**src/rtl/jk_mod_counter.sv**
```systemverilog
// Modulo-N up/down counter whose state bits are JK toggle cells.
// Drives a registered count, a one-cycle wrap pulse, a saturating wrap tally and a sticky bad-load flag.
module jk_mod_counter #(
    parameter int WIDTH   = 4,
    parameter int MODULUS = 10,
    parameter int WRAP_W  = 8
) (
    input  logic              clk,
    input  logic              res,
    input  logic              en,
    input  logic              up,
    input  logic              load,
    input  logic [WIDTH-1:0]  load_val,
    output logic [WIDTH-1:0]  q,
    output logic              tc,
    output logic [WRAP_W-1:0] wrap_cnt,
    output logic              load_err
);

    generate
        if (MODULUS < 2 || MODULUS > (1 << WIDTH)) begin : g_bad_modulus
            $error("jk_mod_counter: MODULUS must lie in 2..2**WIDTH");
        end
    endgenerate

    // One bit wider so MODULUS == 2**WIDTH still compares correctly.
    localparam logic [WIDTH:0]   MOD_EXT = (WIDTH+1)'(MODULUS);
    localparam logic [WIDTH-1:0] MAX_VAL = WIDTH'(MODULUS - 1);

    logic [WIDTH-1:0]  q_reg;
    logic [WIDTH-1:0]  q_next;
    logic [WIDTH-1:0]  step_val;
    logic [WIDTH-1:0]  load_d;
    logic              step_wrap;
    logic              load_oob;
    logic              count_wrap;
    logic              tc_reg;
    logic [WRAP_W-1:0] wrap_reg;
    logic              err_reg;

    always_comb begin
        step_wrap = 1'b0;
        step_val  = q_reg;
        if (up) begin
            if (q_reg == MAX_VAL) begin
                step_wrap = 1'b1;
                step_val  = '0;
            end else begin
                step_val = q_reg + 1'b1;
            end
        end else begin
            if (q_reg == '0) begin
                step_wrap = 1'b1;
                step_val  = MAX_VAL;
            end else begin
                step_val = q_reg - 1'b1;
            end
        end
    end

    assign load_oob   = ({1'b0, load_val} >= MOD_EXT);
    assign load_d     = load_oob ? MAX_VAL : load_val;
    assign count_wrap = en & ~load & step_wrap;

    // Per-bit JK cells: load forces J/K to the data, counting toggles only the bits that change.
    generate
        for (genvar gi = 0; gi < WIDTH; gi++) begin : g_cell
            logic j_bit;
            logic k_bit;

            always_comb begin
                j_bit = 1'b0;
                k_bit = 1'b0;
                if (load) begin
                    j_bit = load_d[gi];
                    k_bit = ~load_d[gi];
                end else if (en) begin
                    j_bit = q_reg[gi] ^ step_val[gi];
                    k_bit = q_reg[gi] ^ step_val[gi];
                end
            end

            assign q_next[gi] = (j_bit & ~q_reg[gi]) | (~k_bit & q_reg[gi]);
        end
    endgenerate

    always_ff @(posedge clk) begin
        if (res) begin
            q_reg    <= '0;
            tc_reg   <= 1'b0;
            wrap_reg <= '0;
            err_reg  <= 1'b0;
        end else begin
            q_reg  <= q_next;
            tc_reg <= count_wrap;
            if (count_wrap && (wrap_reg != '1)) begin
                wrap_reg <= wrap_reg + 1'b1;
            end
            if (load && load_oob) begin
                err_reg <= 1'b1;
            end
        end
    end

    assign q        = q_reg;
    assign tc       = tc_reg;
    assign wrap_cnt = wrap_reg;
    assign load_err = err_reg;

endmodule

```
**config.mk**
```make
export PLATFORM = sky130hd
export DESIGN_NAME = jk_mod_counter
export DESIGN_NICKNAME = d
export VERILOG_FILES = /design/src/rtl/jk_mod_counter.sv
export SDC_FILE = /design/constraint.sdc
export NUM_CORES = 1
export LEC_CHECK = 0
export BUFFER_PORTS_ARGS = -buffer_cell sky130_fd_sc_hd__buf_2
export CAP_MARGIN = 10
export CORE_UTILIZATION = 50
export DETAILED_ROUTE_END_ITERATION = 7
export PLACE_DENSITY = 0.86
export SLEW_MARGIN = 20
export SYNTH_ARGS = -nofsm -noshare
export SYNTH_HDL_FRONTEND = slang
export SYNTH_SLANG_ARGS = --single-unit
```
**constraint.sdc**
```tcl
create_clock -name clk -period 3.1 [get_ports clk]
set_input_delay 0.775 -clock clk [delete_from_list [all_inputs] [get_ports clk]]
set_output_delay 0.775 -clock clk [all_outputs]
set_load 0.05 [all_outputs]
```
==> impl_metrics.ini, run 1 <==
[timing]
clock.fmax_mhz = 425.7
hold_viol_final = 0
finalSetupTns_ns = 0
grt_setup_unrepaired = false
setup_viol = 0
worstMarginPinSlew_ns = 0.7578
fin_crit_sh_pct = 75.78
maxSlewViolCount = 0
period_minus_slack_ns = 2.349
skew_ns = 0.002259
slew_headroom_pct = 48.17

[synthesis]
synth.area.top_cells = dfxtp_1 33%, a21oi_1 5.4%, o21ai_0 3.6%
yosys_most_used_dff = dfxtp_1
synth_edf_count = 0
avgSynthCellArea_um2 = 8.163
syn_inst = 103
synthesis.nets = 113
synth_top_cell_area_share_pct = 33.33
synth_area_um2 = 840.8
synth_warnings = 0
async_flop_share_pct = 0
synth_seq_cells = 14
synthDistinctLibCells = 38
ys_seq_area_share_pct = 33.33
synth_top_cell_by_area = dfxtp_1

[grt]
grt-ovfl-total = 0
grt_pass1_wl_um = 3318
grt_max_degree = 17
grt_pass1_vias = 760
gr-usage-all-layers_pct = 23.62
antenna_found_initial = 0

[clock_tree]
post_cts_buffers = 0
cts_root_buf = clkbuf_4
cts_buffers = 3
cts_htree_levels = 1
cts_resized = 0
cts_sinks = 14
tritoncts = yes
clock_latency_ns = 0.28
clk_pin_slew_ns = 0.09
cts_buffer_depth = 2
holdBufCountCts = 0

[place]
place_area_um2 = 929.6
hpwl_um = 1377
portBuffers = 22
placed_cells = 134
place.gp.congestion = 0.8320

[layout]
largest_reg_flops = 8
instances_no_fill = 138
nFillCells = 144
final_cell_mix = 22 x buf_2, 14 x dfxtp_1, 9 x a21oi_1
final_common_cell = buf_2
nets = 133
area_growth_pct = 14.88
drive_above_1_share_pct = 24.59
final_cell_area_um2 = 965.9
final_util_pct = 62.66
antenna_cells = 0

[outcome]
status = finished, final reports clean

[worst_hold_path]
hold_class = reg2reg

[setup_path]
worstPathCellList = buf_2 -> or3_1 -> a2111o_1 -> nor4_2 -> mux2_1
crit_buf_inv = 1
critPathKind = in2reg
critPathCaptureType = flop
cpPeakStageDelay_ns = 0.58
cp_slowest_cell = a2111o_1
cp_max_fo = 12
critPathTopFamily = simple AND/OR/NAND/NOR gates
critPathArrivalTime_ns = 2.53
worst_ep_required_time_ns = 3.28
cp-start-kind = primary input

[power]
p_total_w = 0.0004049
max-vdd-ir-drop_mv = 0.3593
power_density_nw_per_um2 = 419.1
p_leak_nw = 0.3768

[route]
num_vias = 866
dr.pass1.iters = 4
ant_nets = 0
via_per_inst = 6.275
drc = 0
wl_per_cell_um = 13.90
wl_um = 1918
initialDrtViolationCount = 43

[die]
rows = 14
die_w_um = 43.01
ioPinCount = 23
start_util_pct = 54.55
dieArea_um2 = 1849
die_h_um = 43.01
core_um2 = 1541

[flow_run]
max-cap-violations = 0
kinds of logic (layout without fill, tap and decap cells):
logic type | Yosys count | count (layout) | share of synthesized area (%)
compound gates | 34 | 34 | 26.79
xor+xnor | 3 | 3 | 3.126
simple gates | 34 | 34 | 22.47
mux | 4 | 4 | 5.208
buf+inv | 13 | 32 | 7.589
flops | 14 | 14 | 33.33
fa+ha+maj | 1 | 1 | 1.488
worst reg2reg max path, cell delays in order (launching register included):
cell      delay, ns
dfxtp_1        0.46
or3_1          0.45
a2111o_1       0.58
nor4_2         0.33
mux2_1         0.33
per-stage QoR:
stage               worst slack, ns  hold slack [ns]
global placement             0.4981           0.4319
CTS                          0.7320           0.4517
global route                 0.6719           0.5017
detailed placement           0.4345           0.4388
floorplan                    0.6026           0.6644
finish                       0.7509           0.4464
path summary, 6_finish.rpt:
check / startpoint / slack (ns) / to / cells past startpoint
min reg2reg: load_err / 0.45 / load_err / 2
min: load_err / 0.45 / load_err / 2
max reg2reg: q[0] / 0.84 / wrap_cnt[5] / 4
max: up / 0.75 / wrap_cnt[5] / 5
synth_stat cells, drive strengths merged, types with 2 or more instances:
master and count:
nor2b 4, dfxtp 14, clkbuf 5, buf 2, a211oi 3, o21ai 6, nor3 2, nand3 4
nor4 2, nand2b 2, a21oi 9, or4 2, mux2 3, o31ai 3, or3 2, nand2 6
nor2 6, a31oi 3, o211ai 2, xnor2 2, inv 6
cell type report:
cell class	instances	area (um2)	share of cell area, %
repair buffers	22	110.1	11.40
well taps	16	20.02	2.073
clock buffers	4	36.28	3.756
flip-flops and latches	14	280.3	29.02
multi-input cells	76	496.7	51.42
inverters	6	22.52	2.332
layer usage:
metal	up-vias	share of wire, %	global-route usage (%)
li1	424	-	-
met1	407	42	29.29
met2	33	52	39.39
met3	2	4.9	5.532
met4	0	0.47	9.091
met5	-	0	0
power by group:
part / switching (W) / leakage, nW / total, W / internal (W)
Combinational: 0.0000467 / 0.242 / 0.0000712 / 0.0000245
Sequential: 0.0000126 / 0.114 / 0.000198 / 0.000186
Clock: 0.0000640 / 0.0210 / 0.000135 / 0.0000715
(Power assumes the default switching activity.)
==> run 2: changes to the inputs <==
CORE_ASPECT_RATIO = 1.4   (was unset)
CORE_UTILIZATION = 45   (was 50)
PLACE_DENSITY = 0.82   (was 0.86)
clock period = 1.9 ns   (was 3.1 ns; I/O delays follow)
==> impl_metrics.ini, run 2 (synthesized netlist as in run 1, its figures left out) <==
[outcome]
status = finished with violations
violations = negative setup slack

[route]
drc = 0
wl_um = 1917
num_vias = 886
via_per_inst = 5.753
wl_per_cell_um = 12.45
dr.pass1.iters = 6
initialDrtViolationCount = 23
ant_nets = 0

[grt]
antenna_found_initial = 0
grt_max_degree = 17
gr-usage-all-layers_pct = 19.12
grt-ovfl-total = 0
grt_pass1_vias = 711
grt_pass1_wl_um = 2863

[clock_tree]
clk_pin_slew_ns = 0.08
clock_latency_ns = 0.27
cts_sinks = 14
cts_buffer_depth = 2
cts_buffers = 3
cts_root_buf = clkbuf_4
holdBufCountCts = 0
cts_htree_levels = 1
tritoncts = yes

[place]
hpwl_um = 1390
place.gp.congestion = 0.7650
portBuffers = 22
place_area_um2 = 1027

[die]
die_h_um = 53.15
core_um2 = 1757
rows = 18
ioPinCount = 23
dieArea_um2 = 2048
die_w_um = 38.53
start_util_pct = 47.86

[timing]
setup_ws_ns = -0.01320
skew_ns = 0.005014
worstMarginPinSlew_ns = 0.4318
fin_crit_sh_pct = 100.7
period_minus_slack_ns = 1.913
maxSlewViolCount = 0
grt_setup_unrepaired = true
setup_viol = 1
slew_headroom_pct = 71.10
clock.fmax_mhz = 522.7
hold_viol_final = 0

[worst_hold_path]
min_path_cells = 2
min_to = load_err
min_from = load_err
hold_class = reg2reg

[flow_run]
max-cap-violations = 0

[layout]
drive_above_1_share_pct = 32.84
nFillCells = 165
final_cell_area_um2 = 1067
antenna_cells = 0
final_cell_mix = 22 x buf_2, 12 x dfxtp_1, 12 x buf_4, 9 x a21oi_1
nets = 146
largest_reg_flops = 8
area_growth_pct = 26.93
final_common_cell = buf_2
final_util_pct = 60.76

[setup_path]
cp_slowest_cell = a2111o_1
critPathArrivalTime_ns = 2.11
rr_endpoint = wrap_cnt[4]
critPathCaptureType = flop
rrSetupSlack_ns = -0.01
reg2reg_depth = 4
cp_max_fo = 5
cpPeakStageDelay_ns = 0.50
critPathKind = reg2reg
cp-start-kind = flop
reg2reg_from = q[0]
worst_ep_required_time_ns = 2.10
worstPathCellList = or3_4 -> a2111o_1 -> or4_1 -> a21oi_1

[power]
p_total_w = 0.0006224
power_density_nw_per_um2 = 583.2
p_leak_nw = 0.4316
max-vdd-ir-drop_mv = 0.4484
[run 2: critical path: cells and delay by family, from the launching register on]
kind             cells  cell delay (ns)
AND/OR/NAND/NOR      2             0.88
AO/OA/AOI/OAI        2             0.64
flip-flops           1             0.33
[run 2: how the worst max path moves through the flow]
stage          start          end  slack, ns  depth (start not counted)
3_3_place_gp      up  wrap_cnt[4]      -0.19                          5
3_5_place_dp      up  wrap_cnt[4]      -0.19                          5
6_report        q[0]  wrap_cnt[4]      -0.01                          4
2_1_floorplan     up  wrap_cnt[5]      -0.12                          6
5_1_grt         q[0]  wrap_cnt[4]      -0.02                          4
4_1_cts         q[0]  wrap_cnt[4]     -0.004                          4
[run 2: metal layers]
layer  global-route usage, %  part of all wire, %  vias up  wire length, um
met5                       0                    0        -                0
met4                   7.471                 0.89        0               17
met3                   2.521                  3.1        2               59
met2                   31.94                   52       21              994
met1                   24.08                   44      414              845
li1                        -                    -      449                -
[run 2: what timing repair did]
action / 4_1_cts / 5_1_grt
buffers inserted: 0 / 0
cloned: 0 / 1
setup endpoints to repair: 1 / 7
pin swaps: 0 / 1
gates resized for setup: 0 / 2
[run 2: power by group]
part	switching, W	leakage, nW	internal [W]
Clock	0.0000818	0.0138	0.0000732
Sequential	0.00000668	0.114	0.000304
Combinational	0.0000960	0.303	0.0000611
Total	0.000184	0.432	0.000438
[run 2: stage by stage]
| step | TNS (ns) | hold WS (ns) | instances | setup WS [ns] |
|---|---|---|---|---|
| 2_1_floorplan | -0.3258 | 0.5535 | 103 | -0.1203 |
| 3_3_place_gp | -0.8144 | 0.4344 | 150 | -0.1861 |
| 3_5_place_dp | -0.9460 | 0.4349 | 150 | -0.1934 |
| 4_1_cts | -0.003751 | 0.4462 | 153 | -0.003751 |
| 5_1_grt | -0.05966 | 0.4597 | 154 | -0.02357 |
| 6_report | -0.01320 | 0.4423 | 154 | -0.01320 |
[run 2: area by class of cell]
type	count	area [um2]	share of cell area, %
Inverter	6	22.52	2.110
Multi-Input combinational cell	77	514.2	48.18
Clock buffer	3	22.52	2.110
Timing Repair Buffer	34	200.2	18.76
Sequential cell	14	282.8	26.49
Tap cell	20	25.02	2.345
==> run 3: changes to the inputs <==
--- a/config.mk
+++ b/config.mk
@@ -17 +17,2 @@
 export SYNTH_SLANG_ARGS = --single-unit
+export TNS_END_PERCENT = 5
--- a/constraint.sdc
+++ b/constraint.sdc
@@ -3,2 +3,2 @@
 set_output_delay 0.475 -clock clk [all_outputs]
-set_load 0.05 [all_outputs]
+set_load 0.01 [all_outputs]
==> impl_metrics.ini, run 3 (synthesized netlist as in run 1, its figures left out) <==
[outcome]
status = finished with violations
violations = negative setup slack

[clock_tree]
clk_pin_slew_ns = 0.08
clock_latency_ns = 0.28
tritoncts = yes
cts_buffers = 3
cts_htree_levels = 1
cts_buffer_depth = 2
cts_root_buf = clkbuf_4
holdBufCountCts = 0
cts_sinks = 14

[setup_path]
critPathArrivalTime_ns = 2.12
cp-startpoint = q[3]
worst_ep_required_time_ns = 2.08
crit_end = wrap_cnt[1]
reg2reg_from = q[3]
cp_max_fo = 6
cp-start-kind = flop
critPathKind = reg2reg
rrSetupSlack_ns = -0.03
critPathCaptureType = flop
reg2reg_depth = 6
rr_endpoint = wrap_cnt[1]

[worst_hold_path]
hold_class = reg2reg
min_path_cells = 2

[route]
via_per_inst = 5.777
ant_nets = 0
wl_um = 2270
dr.pass1.iters = 4
num_vias = 907
initialDrtViolationCount = 18
wl_per_cell_um = 14.46
drc = 0

[die]
die_w_um = 38.53
ioPinCount = 23
start_util_pct = 47.86
rows = 18
die_h_um = 53.15
core_um2 = 1757
dieArea_um2 = 2048

[timing]
skew_ns = 0.0007610
setup_ws_ns = -0.03306
fin_crit_sh_pct = 101.7
grt_setup_unrepaired = true
maxSlewViolCount = 0
finalSetupTns_ns = -0.06607
clock.fmax_mhz = 517.3
hold_viol_final = 0
worstMarginPinSlew_ns = 0.5256
slew_headroom_pct = 64.83
period_minus_slack_ns = 1.933
setup_viol = 3

[power]
p_sw_share_pct = 27.68
max-vdd-ir-drop_mv = 0.3994
p_seq_share_pct = 50.4
clkPwrFrac_pct = 27.0
combPwrFrac_pct = 22.7
p_int_w = 0.0004451
p_leak_nw = 0.4541
p_switching_w = 0.0001703
power_density_nw_per_um2 = 548.3

[grt]
grt-ovfl-total = 0
grt_max_degree = 17
antenna_found_initial = 0
gr-usage-all-layers_pct = 23.16
grt_pass1_wl_um = 3339
grt_pass1_vias = 823

[place]
hpwl_um = 1498
place.gp.congestion = 0.7670
portBuffers = 22

[layout]
largest_reg_flops = 8
area_growth_pct = 33.48
drive_above_1_share_pct = 37.96
final_util_pct = 63.89
final_common_cell = buf_2
final_cell_mix = 22 x buf_2, 13 x buf_4, 12 x dfxtp_1, 8 x a21oi_1
antenna_cells = 0
nets = 149

[flow_run]
max-cap-violations = 0
[run 3: power groups by stage]
| stage | Combinational [W] | Clock (W) | Sequential [W] |
|---|---|---|---|
| detailed placement | 0.000127 | 0 | 0.000315 |
| global placement | 0.000123 | 0 | 0.000315 |
| CTS | 0.000133 | 0.000168 | 0.000308 |
| finish | 0.000139 | 0.000166 | 0.000310 |
| floorplan | 0.0000668 | 0 | 0.000322 |
| global route | 0.000151 | 0.000182 | 0.000312 |
[run 3: timing repair]
item	4_1_cts	5_1_grt
endpoints found under the setup margin	2	7
resized for setup	4	7
pin swaps	2	4
hold endpoints to repair	0	0
buffers inserted	3	0
[run 3: layout make-up]
cell class	instances	area, um2
Clock buffer	3	22.52
Fill cell	151	634.4
Sequential cell	14	282.8
Inverter	6	22.52
Multi-Input combinational cell	76	528.0
Timing Repair Buffer	38	241.5
Tap cell	20	25.02
[run 3: worst min-delay path by stage]
stage	from	to	slack, ns
final	load_err	load_err	0.44
after global routing	load_err	load_err	0.49
after CTS	load_err	load_err	0.45
after detailed placement	load_err	load_err	0.44
after global placement	load_err	load_err	0.44
after floorplan	load_err	load_err	0.47
[run 3: worst max-delay path, cell delays in order, from the launching register on]
cell	delay (ns)
dfxtp_2	0.33
or3_4	0.36
a2111o_1	0.48
buf_6	0.18
buf_6	0.11
o21a_1	0.17
o21ba_2	0.20
[run 3: metrics by stage]
step | power (W) | hold WS (ns) | area [um2] | setup WS [ns] | instances
after detailed placement | 0.0004422 | 0.4379 | 1032 | -0.2550 | 151
after CTS | 0.0006100 | 0.4498 | 1099 | -0.06754 | 157
after floorplan | 0.0003884 | 0.4696 | 840.8 | -0.1265 | 103
final | 0.0006154 | 0.4439 | 1122 | -0.03306 | 157
after global placement | 0.0004377 | 0.4388 | 1032 | -0.2103 | 151
after global routing | 0.0006441 | 0.4874 | 1122 | -0.06374 | 157
[run 3: layer usage]
metal  part of all wire [%]  vias up  track usage [%]
li1                       -      450                -
met1                     40      425            25.07
met2                     54       25            40.56
met3                    2.7        7            2.941
met4                    2.6        0            14.37
met5                      0        -                0
